==> src/rtl/fetch_pkg.sv <==
// Shared types for the instruction-fetch front end: FSM state encoding and the
// fetch-queue entry handed to decode.
package fetch_pkg;

    // Queue entries carry a 32-bit PC and instruction; the stage's XLEN must match.
    localparam int FQ_XLEN = 32;

    typedef enum logic [2:0] {
        LOOKUP,
        REQ,
        WAIT,
        DRAIN,
        HALT
    } fetch_state_t;

    typedef struct packed {
        logic [FQ_XLEN-1:0] pc;
        logic [FQ_XLEN-1:0] inst;
        logic               tlb_miss;
    } fq_entry_t;

    function automatic fq_entry_t make_entry(input logic [FQ_XLEN-1:0] pc,
                                             input logic [FQ_XLEN-1:0] inst,
                                             input logic               tlb_miss);
        fq_entry_t e;
        e.pc       = pc;
        e.inst     = inst;
        e.tlb_miss = tlb_miss;
        return e;
    endfunction

endpackage

==> src/rtl/fetch_fifo.sv <==
// Synchronous FIFO of fetch-queue entries. Push is refused when full even if a
// pop happens in the same cycle; clear wins over push and pop.
module fetch_fifo
    import fetch_pkg::*;
#(
    parameter int DEPTH = 4
) (
    input  logic      clk,
    input  logic      reset,
    input  logic      push,
    input  fq_entry_t push_data,
    input  logic      pop,
    input  logic      clear,
    output logic      full,
    output logic      empty,
    output fq_entry_t head
);

    localparam int PTR_W = $clog2(DEPTH);
    localparam int CNT_W = PTR_W + 1;

    fq_entry_t        mem_q [DEPTH];
    logic [PTR_W-1:0] wr_ptr_q, wr_ptr_d;
    logic [PTR_W-1:0] rd_ptr_q, rd_ptr_d;
    logic [CNT_W-1:0] count_q, count_d;
    logic             do_push;
    logic             do_pop;

    assign full  = (count_q == CNT_W'(DEPTH));
    assign empty = (count_q == '0);
    assign head  = mem_q[rd_ptr_q];

    // NOTE: every signal gets a default at the top of always_comb so no path
    // leaves it unassigned, which would otherwise infer a latch.
    always_comb begin
        do_push  = push && !full && !clear;
        do_pop   = pop && !empty && !clear;
        wr_ptr_d = wr_ptr_q;
        rd_ptr_d = rd_ptr_q;
        count_d  = count_q;
        if (clear) begin
            wr_ptr_d = '0;
            rd_ptr_d = '0;
            count_d  = '0;
        end else begin
            if (do_push) begin
                wr_ptr_d = wr_ptr_q + PTR_W'(1);
            end
            if (do_pop) begin
                rd_ptr_d = rd_ptr_q + PTR_W'(1);
            end
            case ({do_push, do_pop})
                2'b10:   count_d = count_q + CNT_W'(1);
                2'b01:   count_d = count_q - CNT_W'(1);
                default: count_d = count_q;
            endcase
        end
    end

    // NOTE: sequential state is assigned with non-blocking (<=) so every flop
    // samples the pre-edge values regardless of statement order.
    always_ff @(posedge clk or negedge reset) begin
        if (!reset) begin
            wr_ptr_q <= '0;
            rd_ptr_q <= '0;
            count_q  <= '0;
        end else begin
            wr_ptr_q <= wr_ptr_d;
            rd_ptr_q <= rd_ptr_d;
            count_q  <= count_d;
        end
    end

    // NOTE: the storage array has no reset; an entry is only observable after
    // it has been written, because empty gates the head at the consumer.
    always_ff @(posedge clk) begin
        if (do_push) begin
            mem_q[wr_ptr_q] <= push_data;
        end
    end

endmodule

==> src/rtl/fetch_queue_stage.sv <==
// Instruction-fetch front end: translates the fetch PC, requests whole lines,
// splits them into words for decode and handles redirects and iTLB misses.
module fetch_queue_stage
    import fetch_pkg::*;
#(
    parameter int              XLEN      = 32,
    parameter int              LINE_BITS = 128,
    parameter int              PA_BITS   = 20,
    parameter int              FQ_DEPTH  = 4,
    parameter logic [XLEN-1:0] RESET_PC  = '0
) (
    input  logic                 clk,
    input  logic                 reset,
    input  logic                 redirect_valid,
    input  logic [XLEN-1:0]      redirect_pc,
    output logic [XLEN-1:0]      tlb_va,
    input  logic [PA_BITS-1:0]   tlb_pa,
    input  logic                 tlb_miss,
    output logic                 req_valid,
    output logic [PA_BITS-1:0]   req_addr,
    input  logic                 req_ready,
    input  logic                 resp_valid,
    input  logic [LINE_BITS-1:0] resp_data,
    output logic                 inst_valid,
    output logic [XLEN-1:0]      inst,
    output logic [XLEN-1:0]      inst_pc,
    output logic                 inst_tlb_miss,
    input  logic                 inst_ready
);

    localparam int W        = LINE_BITS / XLEN;
    localparam int OFF_BITS = $clog2(LINE_BITS / 8);
    localparam int IDX_BITS = $clog2(W);

    fetch_state_t         state_q, state_d;
    logic [XLEN-1:0]      pc_q, pc_d;
    logic [PA_BITS-1:0]   req_addr_q, req_addr_d;
    logic                 req_valid_q, req_valid_d;
    logic [LINE_BITS-1:0] line_q, line_d;
    logic                 discard_q, discard_d;
    logic                 miss_pend_q, miss_pend_d;

    logic                 fifo_push;
    fq_entry_t            fifo_data;
    logic                 fifo_pop;
    logic                 fifo_full;
    logic                 fifo_empty;
    fq_entry_t            fifo_head;

    logic [IDX_BITS-1:0]  word_idx;
    logic [XLEN-1:0]      cur_word;
    logic                 unused_tlb_pa_lsbs;

    assign word_idx           = pc_q[OFF_BITS-1:2];
    assign cur_word           = line_q[word_idx*XLEN +: XLEN];
    assign unused_tlb_pa_lsbs = ^tlb_pa[OFF_BITS-1:0];

    always_comb begin
        state_d     = state_q;
        pc_d        = pc_q;
        req_addr_d  = req_addr_q;
        req_valid_d = req_valid_q;
        line_d      = line_q;
        discard_d   = discard_q;
        miss_pend_d = miss_pend_q;
        fifo_push   = 1'b0;
        fifo_data   = make_entry(pc_q, '0, 1'b0);

        case (state_q)
            LOOKUP: begin
                if (!fifo_full) begin
                    if (tlb_miss) begin
                        miss_pend_d = 1'b1;
                        state_d     = HALT;
                    end else begin
                        req_addr_d  = {tlb_pa[PA_BITS-1:OFF_BITS], {OFF_BITS{1'b0}}};
                        req_valid_d = 1'b1;
                        state_d     = REQ;
                    end
                end
            end
            REQ: begin
                if (req_ready) begin
                    req_valid_d = 1'b0;
                    state_d     = WAIT;
                end
            end
            WAIT: begin
                if (resp_valid) begin
                    if (discard_q) begin
                        discard_d = 1'b0;
                        state_d   = LOOKUP;
                    end else begin
                        line_d  = resp_data;
                        state_d = DRAIN;
                    end
                end
            end
            DRAIN: begin
                // pc_q walks the line word by word, so after the last word it
                // already points at the next line base.
                if (!fifo_full) begin
                    fifo_push = 1'b1;
                    fifo_data = make_entry(pc_q, cur_word, 1'b0);
                    pc_d      = pc_q + XLEN'(4);
                    if (word_idx == IDX_BITS'(W - 1)) begin
                        state_d = LOOKUP;
                    end
                end
            end
            HALT: begin
                if (miss_pend_q && !fifo_full) begin
                    fifo_push   = 1'b1;
                    fifo_data   = make_entry(pc_q, '0, 1'b1);
                    miss_pend_d = 1'b0;
                end
            end
            default: state_d = LOOKUP;
        endcase

        // A redirect overrides whatever the state machine decided above; an
        // outstanding memory handshake still completes and its line is dropped.
        if (redirect_valid) begin
            fifo_push   = 1'b0;
            pc_d        = redirect_pc;
            miss_pend_d = 1'b0;
            line_d      = line_q;
            case (state_q)
                REQ: begin
                    discard_d = 1'b1;
                end
                WAIT: begin
                    if (resp_valid) begin
                        discard_d = 1'b0;
                        state_d   = LOOKUP;
                    end else begin
                        discard_d = 1'b1;
                        state_d   = WAIT;
                    end
                end
                default: begin
                    req_valid_d = 1'b0;
                    req_addr_d  = req_addr_q;
                    state_d     = LOOKUP;
                end
            endcase
        end
    end

    always_ff @(posedge clk or negedge reset) begin
        if (!reset) begin
            state_q     <= LOOKUP;
            pc_q        <= RESET_PC;
            req_addr_q  <= '0;
            req_valid_q <= 1'b0;
            line_q      <= '0;
            discard_q   <= 1'b0;
            miss_pend_q <= 1'b0;
        end else begin
            state_q     <= state_d;
            pc_q        <= pc_d;
            req_addr_q  <= req_addr_d;
            req_valid_q <= req_valid_d;
            line_q      <= line_d;
            discard_q   <= discard_d;
            miss_pend_q <= miss_pend_d;
        end
    end

    assign fifo_pop = inst_valid && inst_ready;

    fetch_fifo #(
        .DEPTH(FQ_DEPTH)
    ) u_fifo (
        .clk      (clk),
        .reset    (reset),
        .push     (fifo_push),
        .push_data(fifo_data),
        .pop      (fifo_pop),
        .clear    (redirect_valid),
        .full     (fifo_full),
        .empty    (fifo_empty),
        .head     (fifo_head)
    );

    assign tlb_va        = pc_q;
    assign req_valid     = req_valid_q;
    assign req_addr      = req_addr_q;
    assign inst_valid    = !fifo_empty;
    assign inst          = inst_valid ? fifo_head.inst : '0;
    assign inst_pc       = inst_valid ? fifo_head.pc : '0;
    assign inst_tlb_miss = inst_valid && fifo_head.tlb_miss;

endmodule

==> config.mk <==
export PLATFORM = sky130hd
export DESIGN_NAME = fetch_queue_stage
export DESIGN_NICKNAME = d
export VERILOG_FILES = /design/src/rtl/fetch_pkg.sv /design/src/rtl/fetch_fifo.sv /design/src/rtl/fetch_queue_stage.sv
export SDC_FILE = /design/constraint.sdc
export NUM_CORES = 1
export LEC_CHECK = 0
export ABC_AREA = 1
export BUFFER_PORTS_ARGS = -buffer_cell sky130_fd_sc_hd__buf_4
export CAP_MARGIN = 20
export CELL_PAD_IN_SITES_DETAIL_PLACEMENT = 1
export CELL_PAD_IN_SITES_GLOBAL_PLACEMENT = 1
export CORE_UTILIZATION = 45
export CTS_CLUSTER_DIAMETER = 100
export DETAILED_ROUTE_END_ITERATION = 10
export PLACE_DENSITY = 0.89
export RECOVER_POWER = 100
export SYNTH_ARGS = -nofsm -noshare
export SYNTH_HDL_FRONTEND = slang
export SYNTH_SLANG_ARGS = --single-unit
==> constraint.sdc <==
create_clock -name clk -period 5.8 [get_ports clk]
set_input_delay 0.58 -clock clk [delete_from_list [all_inputs] [get_ports clk]]
set_output_delay 0.58 -clock clk [all_outputs]
set_load 0.05 [all_outputs]
# Word-level counts from Yosys, hierarchy flattened
# Memories as Yosys holds them, arrays and structs flattened.
# Index checks and enable logic that the tools add are counted.
[totals] register_bits=193 ramBits=260 in_bits=187 output_inout_bits=119 wordCells=105 memories=1
[mem_list] name="u_fifo.mem_q" words=4 word_bits=65 rd=1 rd_ports_with_merged_regs=0 write_ports=1 line="fetch_fifo.sv:22" text="fq_entry_t mem_q [DEPTH];"
[classes] n_addsub=5 n_eq_ne=13 n_shift=1 muxes=52 n_bitwise=2 reduce_logical=21
[ops] operator="$mux W32" n=5
[ops] operator="$shiftx A128 B8 Y32" n=1
[ops] operator="$mux W20" n=5
[ops] operator="$pmux W33 S2" n=1
[ops] operator="$mux W33" n=1
[ops] operator="$add A32 B3 Y32 const B" n=1
[ops] operator="$mux W3" n=8
[ops] operator="$mux W1" n=19
[ops] operator="$pmux W3 S5" n=1
[ops] operator="$mux W2" n=6
[ops] operator="$pmux W3 S2" n=2
[ops] operator="$ne A3 B3 Y1 const B" n=3
[ops] operator="$pmux W1 S2" n=4
[ops] operator="$reduce_and A4 Y1" n=2
[ops] operator="$logic_and A1 B1 Y1" n=7
[ops] operator="$eq A3 B2 Y1 const B" n=2
[ops] operator="$eq A3 B3 Y1 const B" n=2
[ops] operator="$logic_not A3 Y1" n=2
[ops] operator="$reduce_bool A2 Y1" n=3
[ops] operator="$reduce_bool A3 Y1" n=2
[ops] operator="$add A2 B1 Y2 const B" n=2
[ops] operator="$eq A2 B2 Y1 const B" n=2
[ops] operator="$ne A2 B2 Y1 const B" n=2
[ops] operator="$add A3 B1 Y3 const B" n=1
[ops] operator="other kinds (7)" n=10

# Logic depth before layout (Yosys ltp)
[depth] depth_word=11 depth_mapped=14 depth_no_buf=14

# Modules after synthesis
# Synthesis repeated with hierarchy kept, for this count alone.
[unflattened] cells_unflattened=2194 hier_area_um2=20915.1
[modules_own_cells] mod="fetch_fifo" instances=1 cells_per_inst=694 area_per_inst_um2=10655.2 seq_area_each_um2=7982.7
[modules_own_cells] mod="fetch_queue_stage" instances=1 cells_per_inst=1500 area_per_inst_um2=10259.8 seq_area_each_um2=4554.4

# Worst setup path after synthesis
# OpenSTA, ideal clock, no wires.
[synth_path] kind="input -> register" from="in redirect_valid" to="mem u_fifo.mem_q[0][0] (netlist bit), enable pin" setup_ns=0.488 arrival_ns=3.850 required_time_ns=5.312 setup_slack_ns=1.462 stages=4 n_path_buf=1 path_cell_list="buf_2 > a21oi_1 > nand2_2 > nor2_1"
[synth_via] elab_chain_len=5 elab_cells_between_ends=6 cone_classes="mux: 3; reduce/logical: 3"
[synth_lines] element="from (decl)" line="fetch_queue_stage.sv:14" text="input logic redirect_valid,"
[synth_lines] element="$mux W1" line="fetch_queue_stage.sv:123" text="if (redirect_valid) begin"
[synth_lines] element="$logic_and A1 B1 Y1" line="fetch_fifo.sv:36" text="do_push = push && !full && !clear;"
[synth_lines] element="$logic_and A1 B1 Y1 *" line="fetch_fifo.sv:36"
[synth_lines] element="$mux W1 *" line="fetch_fifo.sv:77" text="if (do_push) begin"
[synth_lines] element="$mux W1 (not written as such) *" line="fetch_fifo.sv:78" text="mem_q[wr_ptr_q] <= push_data;"
[synth_lines] element="to (decl)" line="fetch_fifo.sv:22"
# Mark *: on every way between the ends. The rest lies on a longest branch, timed or not.

# Worst setup path in the final report
[layout_path] from="reg u_fifo.count_q[0]" to="mem u_fifo.mem_q[2][49] (netlist bit), enable pin"
[layout_via] elab_chain_len=10 elab_cells_between_ends=11 cone_classes="eq/ne: 1; mux: 6; reduce/logical: 4"
[layout_lines] element="from (decl)" line="fetch_fifo.sv:25" text="logic [CNT_W-1:0] count_q, count_d;"
[layout_lines] element="from (signal assigned)" line="fetch_fifo.sv:70" text="count_q <= count_d;"
[layout_lines] element="$eq A3 B3 Y1 *" line="fetch_fifo.sv:29" text="assign full = (count_q == CNT_W'(DEPTH));"
[layout_lines] element="$logic_not A1 Y1" line="fetch_fifo.sv:36, fetch_queue_stage.sv:112"
[layout_lines] element="$logic_and A1 B1 Y1" line="fetch_queue_stage.sv:112" text="if (miss_pend_q && !fifo_full) begin"
[layout_lines] element="$mux W1" line="fetch_queue_stage.sv:112"
[layout_lines] element="$pmux W1 S2" line="fetch_queue_stage.sv:69" text="case (state_q)"
[layout_lines] element="$mux W1" line="fetch_queue_stage.sv:123"
[layout_lines] element="$logic_and A1 B1 Y1 * (2 in series)" line="fetch_fifo.sv:36"
[layout_lines] element="$mux W1 *" line="fetch_fifo.sv:77"
[layout_lines] element="$mux W1 (not written as such) *" line="fetch_fifo.sv:78"
# Marks and branches as above.

==> impl_metrics.json <==
{
  "seqCellArea_um2": 12540,
  "worstPathArrival_ps": 4500,
  "drtPass1Iterations": 5,
  "max_stage_delay_ps": 1270,
  "synth_top_family_by_area": "simple AND/OR/NAND/NOR gates",
  "synth_ff_type": "edfxtp_1",
  "synth.most_common_cell": "nor2_1",
  "fin_crit_ps": 4597,
  "p_total_mw": 9.313,
  "status": "complete, but fails checks",
  "multi_input_area_um2": 6198,
  "routed-via-count": 14860,
  "fillers": 4859,
  "p_leak_nw": 9.582,
  "grt_pass1_vias": 16290,
  "r2r_end": "u_fifo.mem_q[2][49]",
  "end_kind": "flip-flop",
  "post-route-period-util": 0.7926,
  "worst_pin_slew_ps": 3605,
  "synth.area.top_cells": "edfxtp_1 39%, dfrtp_1 23%, mux2_4 8.9%",
  "cp_common_cell": "nand2_1",
  "grt_usage": 0.2794,
  "hp-class": "in2reg",
  "cp.depth": 7,
  "dr.max_layer_used": "met5",
  "muxShareOfSynthArea": 0.09331,
  "die_y_um": 214.3,
  "failed_checks": "capacitance limit, slew limit",
  "cts_tree": "done",
  "yosys.area_share.xor_xnor": 0.006048,
  "worstPathCellList": "nor2_1, nand2_1, nand2_1, nand2_1, nand2_1, nor2_4, clkbuf_2",
  "drive_gt1_frac": 0.1464,
  "drc": 0,
  "gr-total-overflow": 0,
  "die_w_um": 214.3,
  "worstPathMaxFanout": 65,
  "clock-sinks": 449,
  "fmax_mhz": 217.5,
  "maxCapViolCount": 8,
  "drt-total-wl_mm": 63.66,
  "endpoint": "u_fifo.mem_q[2][49]",
  "floorplan.rows": 77,
  "met1_length_mm": 24.67,
  "hold_depth": 3,
  "pwr_density_cell_nw_per_um2": 399.3,
  "crit_path_start_kind": "flip-flop",
  "place_hpwl_mm": 40.15,
  "wl_per_cell_um": 23.71,
  "coreArea_um2": 44320,
  "synth_fa_ha_area_frac": 0.004073,
  "finalClockSkew_ps": 34.86,
  "initial_core_util": 0.4575,
  "die_area_um2": 45910,
  "setup_viol": 0,
  "r2r_cells": 7,
  "maxSlewViolCount": 371,
  "ctsHoldBuffers": 1,
  "htree_levels": 2,
  "critPathKind": "reg2reg",
  "clkSlewWorstSetupHoldPaths_ps": 60,
  "synth_area_per_cell_um2": 11.20,
  "synth-edff-count": 260,
  "io_pins": 306,
  "area_growth_pct": 15.05,
  "yosys_warnings": 0,
  "yosysSeqAreaShare": 0.6184,
  "grt_max_degree": 102,
  "critical_path_required_ps": 5710,
  "yosys.cell_types.count": 40,
  "yosys.area_share.simple": 0.1315,
  "wl_met3_mm": 3.452,
  "ant_nets": 0,
  "hold_viol_final": 0,
  "yosys.area.top_type": "edfxtp_1",
  "antenna_found_initial": 11,
  "r2r_start": "u_fifo.count_q[0]",
  "place_congestion": 0.8727,
  "yosys_register_bits": 449,
  "worst-path-buf-inv": 1,
  "cp_slowest_cell": "nand2_1",
  "drt_iter0_markers": 973,
  "cts_root_buf": "clkbuf_16",
  "viasPerCell": 5.533,
  "critPathLaunch": "u_fifo.count_q[0]",
  "syn_area_um2": 20270,
  "synth_top_area_frac": 0.3851,
  "rsz0062_at_grt": "false",
  "syn_inst": 1811,
  "cts_buffers": 48,
  "async_flop_share": 0.4209,
  "grt_pass1_wl_mm": 98.26,
  "rrSetupSlack_ps": 1200,
  "setup_tns_ps": 0,
  "io_buffers": 297,
  "synth_commonest_cells": "440 x nor2_1, 260 x edfxtp_1, 217 x o21ai_0, 189 x dfrtp_1, 170 x nand2_1",
  "crit_family": "simple AND/OR/NAND/NOR gates",
  "finish.net_count": 2237,
  "ir_worst_vdd_v": 0.0003181,
  "relSlewSlack": -1.403,
  "post_cts_buffers": 0,
  "clk_latency_ps": 610,
  "clockBufferDepth": 3,
  "ctsResizeCount": 0,
  "synth_compound_area_frac": 0.09454,
  "wl_met2_mm": 32.12
}
[worst min path at each step]
stage	start	endpoint	slack, ps
6_report	tlb_pa[4]	req_addr[4]	180
5_1_grt	tlb_pa[4]	req_addr[4]	170
4_1_cts	tlb_pa[4]	req_addr[4]	150
3_5_place_dp	req_addr[10]	req_addr[10]	480
3_3_place_gp	req_addr[10]	req_addr[10]	470
2_1_floorplan	reset	discard_q	280
[per-stage QoR]
stage	hold slack (ps)	instances	worst slack, ps	area (um^2)	utilization
2_1_floorplan	284.4	1814	1462	20290	-
3_3_place_gp	466.0	2582	2334	22560	0.5091
3_5_place_dp	484.2	2585	2175	22620	0.5105
4_1_cts	151.5	2675	1513	24270	0.5477
5_1_grt	165.0	2685	685.6	23320	0.5263
6_report	182.4	2685	1203	23320	0.5263
[worst min-delay path: stages]
cell and delay, ps:
buf_4 80, nand2_1 40, nand2_1 50
[metal layers]
| layer | up-vias | GRT usage |
|---|---|---|
| li1 | 6629 | - |
| met5 | - | 0 |
| met1 | 7540 | 0.3343 |
| met4 | 2 | 0.1548 |
| met3 | 177 | 0.04539 |
| met2 | 509 | 0.4811 |
[registers in the layout (all words and copies together), names as in the netlist]
| register | flops |
|---|---|
| u_fifo.wr_ptr_q | 2 |
| u_fifo.count_q | 3 |
| state_q | 3 |
| miss_pend_q | 1 |
| req_addr | 16 |
| discard_q | 1 |
| req_valid | 1 |
| line_q | 128 |
| u_fifo.rd_ptr_q | 2 |
| u_fifo.mem_q | 260 |
| tlb_va | 32 |
[power by group]
| part | switching, mW | internal (mW) | total, mW |
|---|---|---|---|
| Combinational | 1.28 | 0.542 | 1.82 |
| Sequential | 0.395 | 3.87 | 4.27 |
| Clock | 1.33 | 1.89 | 3.23 |
| Total | 3.00 | 6.31 | 9.31 |
[kinds of logic after synthesis]
| family | count (synthesis) |
|---|---|
| compound gates | 367 |
| xor+xnor | 14 |
| fa+ha+maj | 6 |
| buf+inv | 179 |
| flops | 449 |
| mux | 128 |
| other cells | 1 |
| simple gates | 667 |
[layout by cell type, fill, tap and decap left out, drive strengths merged, types with 31 or more instances in the layout]
cell type	synthesis	layout
nand3	31	31
a21oi	105	105
dfrtp	189	189
nand2	176	176
clkbuf	48	179
o21ai	231	231
mux2	128	128
edfxtp	260	260
nor2	450	450
buf	89	196
inv	41	42
[final cells by class]
cell class | count | share of cell area
sequential | 449 | 0.5377
multi-input combinational | 1186 | 0.2657
tap | 592 | 0.03176
antenna | 10 | 0.001073
timing repair buffer | 317 | 0.08658
clock buffer | 59 | 0.05681
clock inverter | 30 | 0.01346
inverter | 42 | 0.006866
Power figures use the tool's default switching activity.
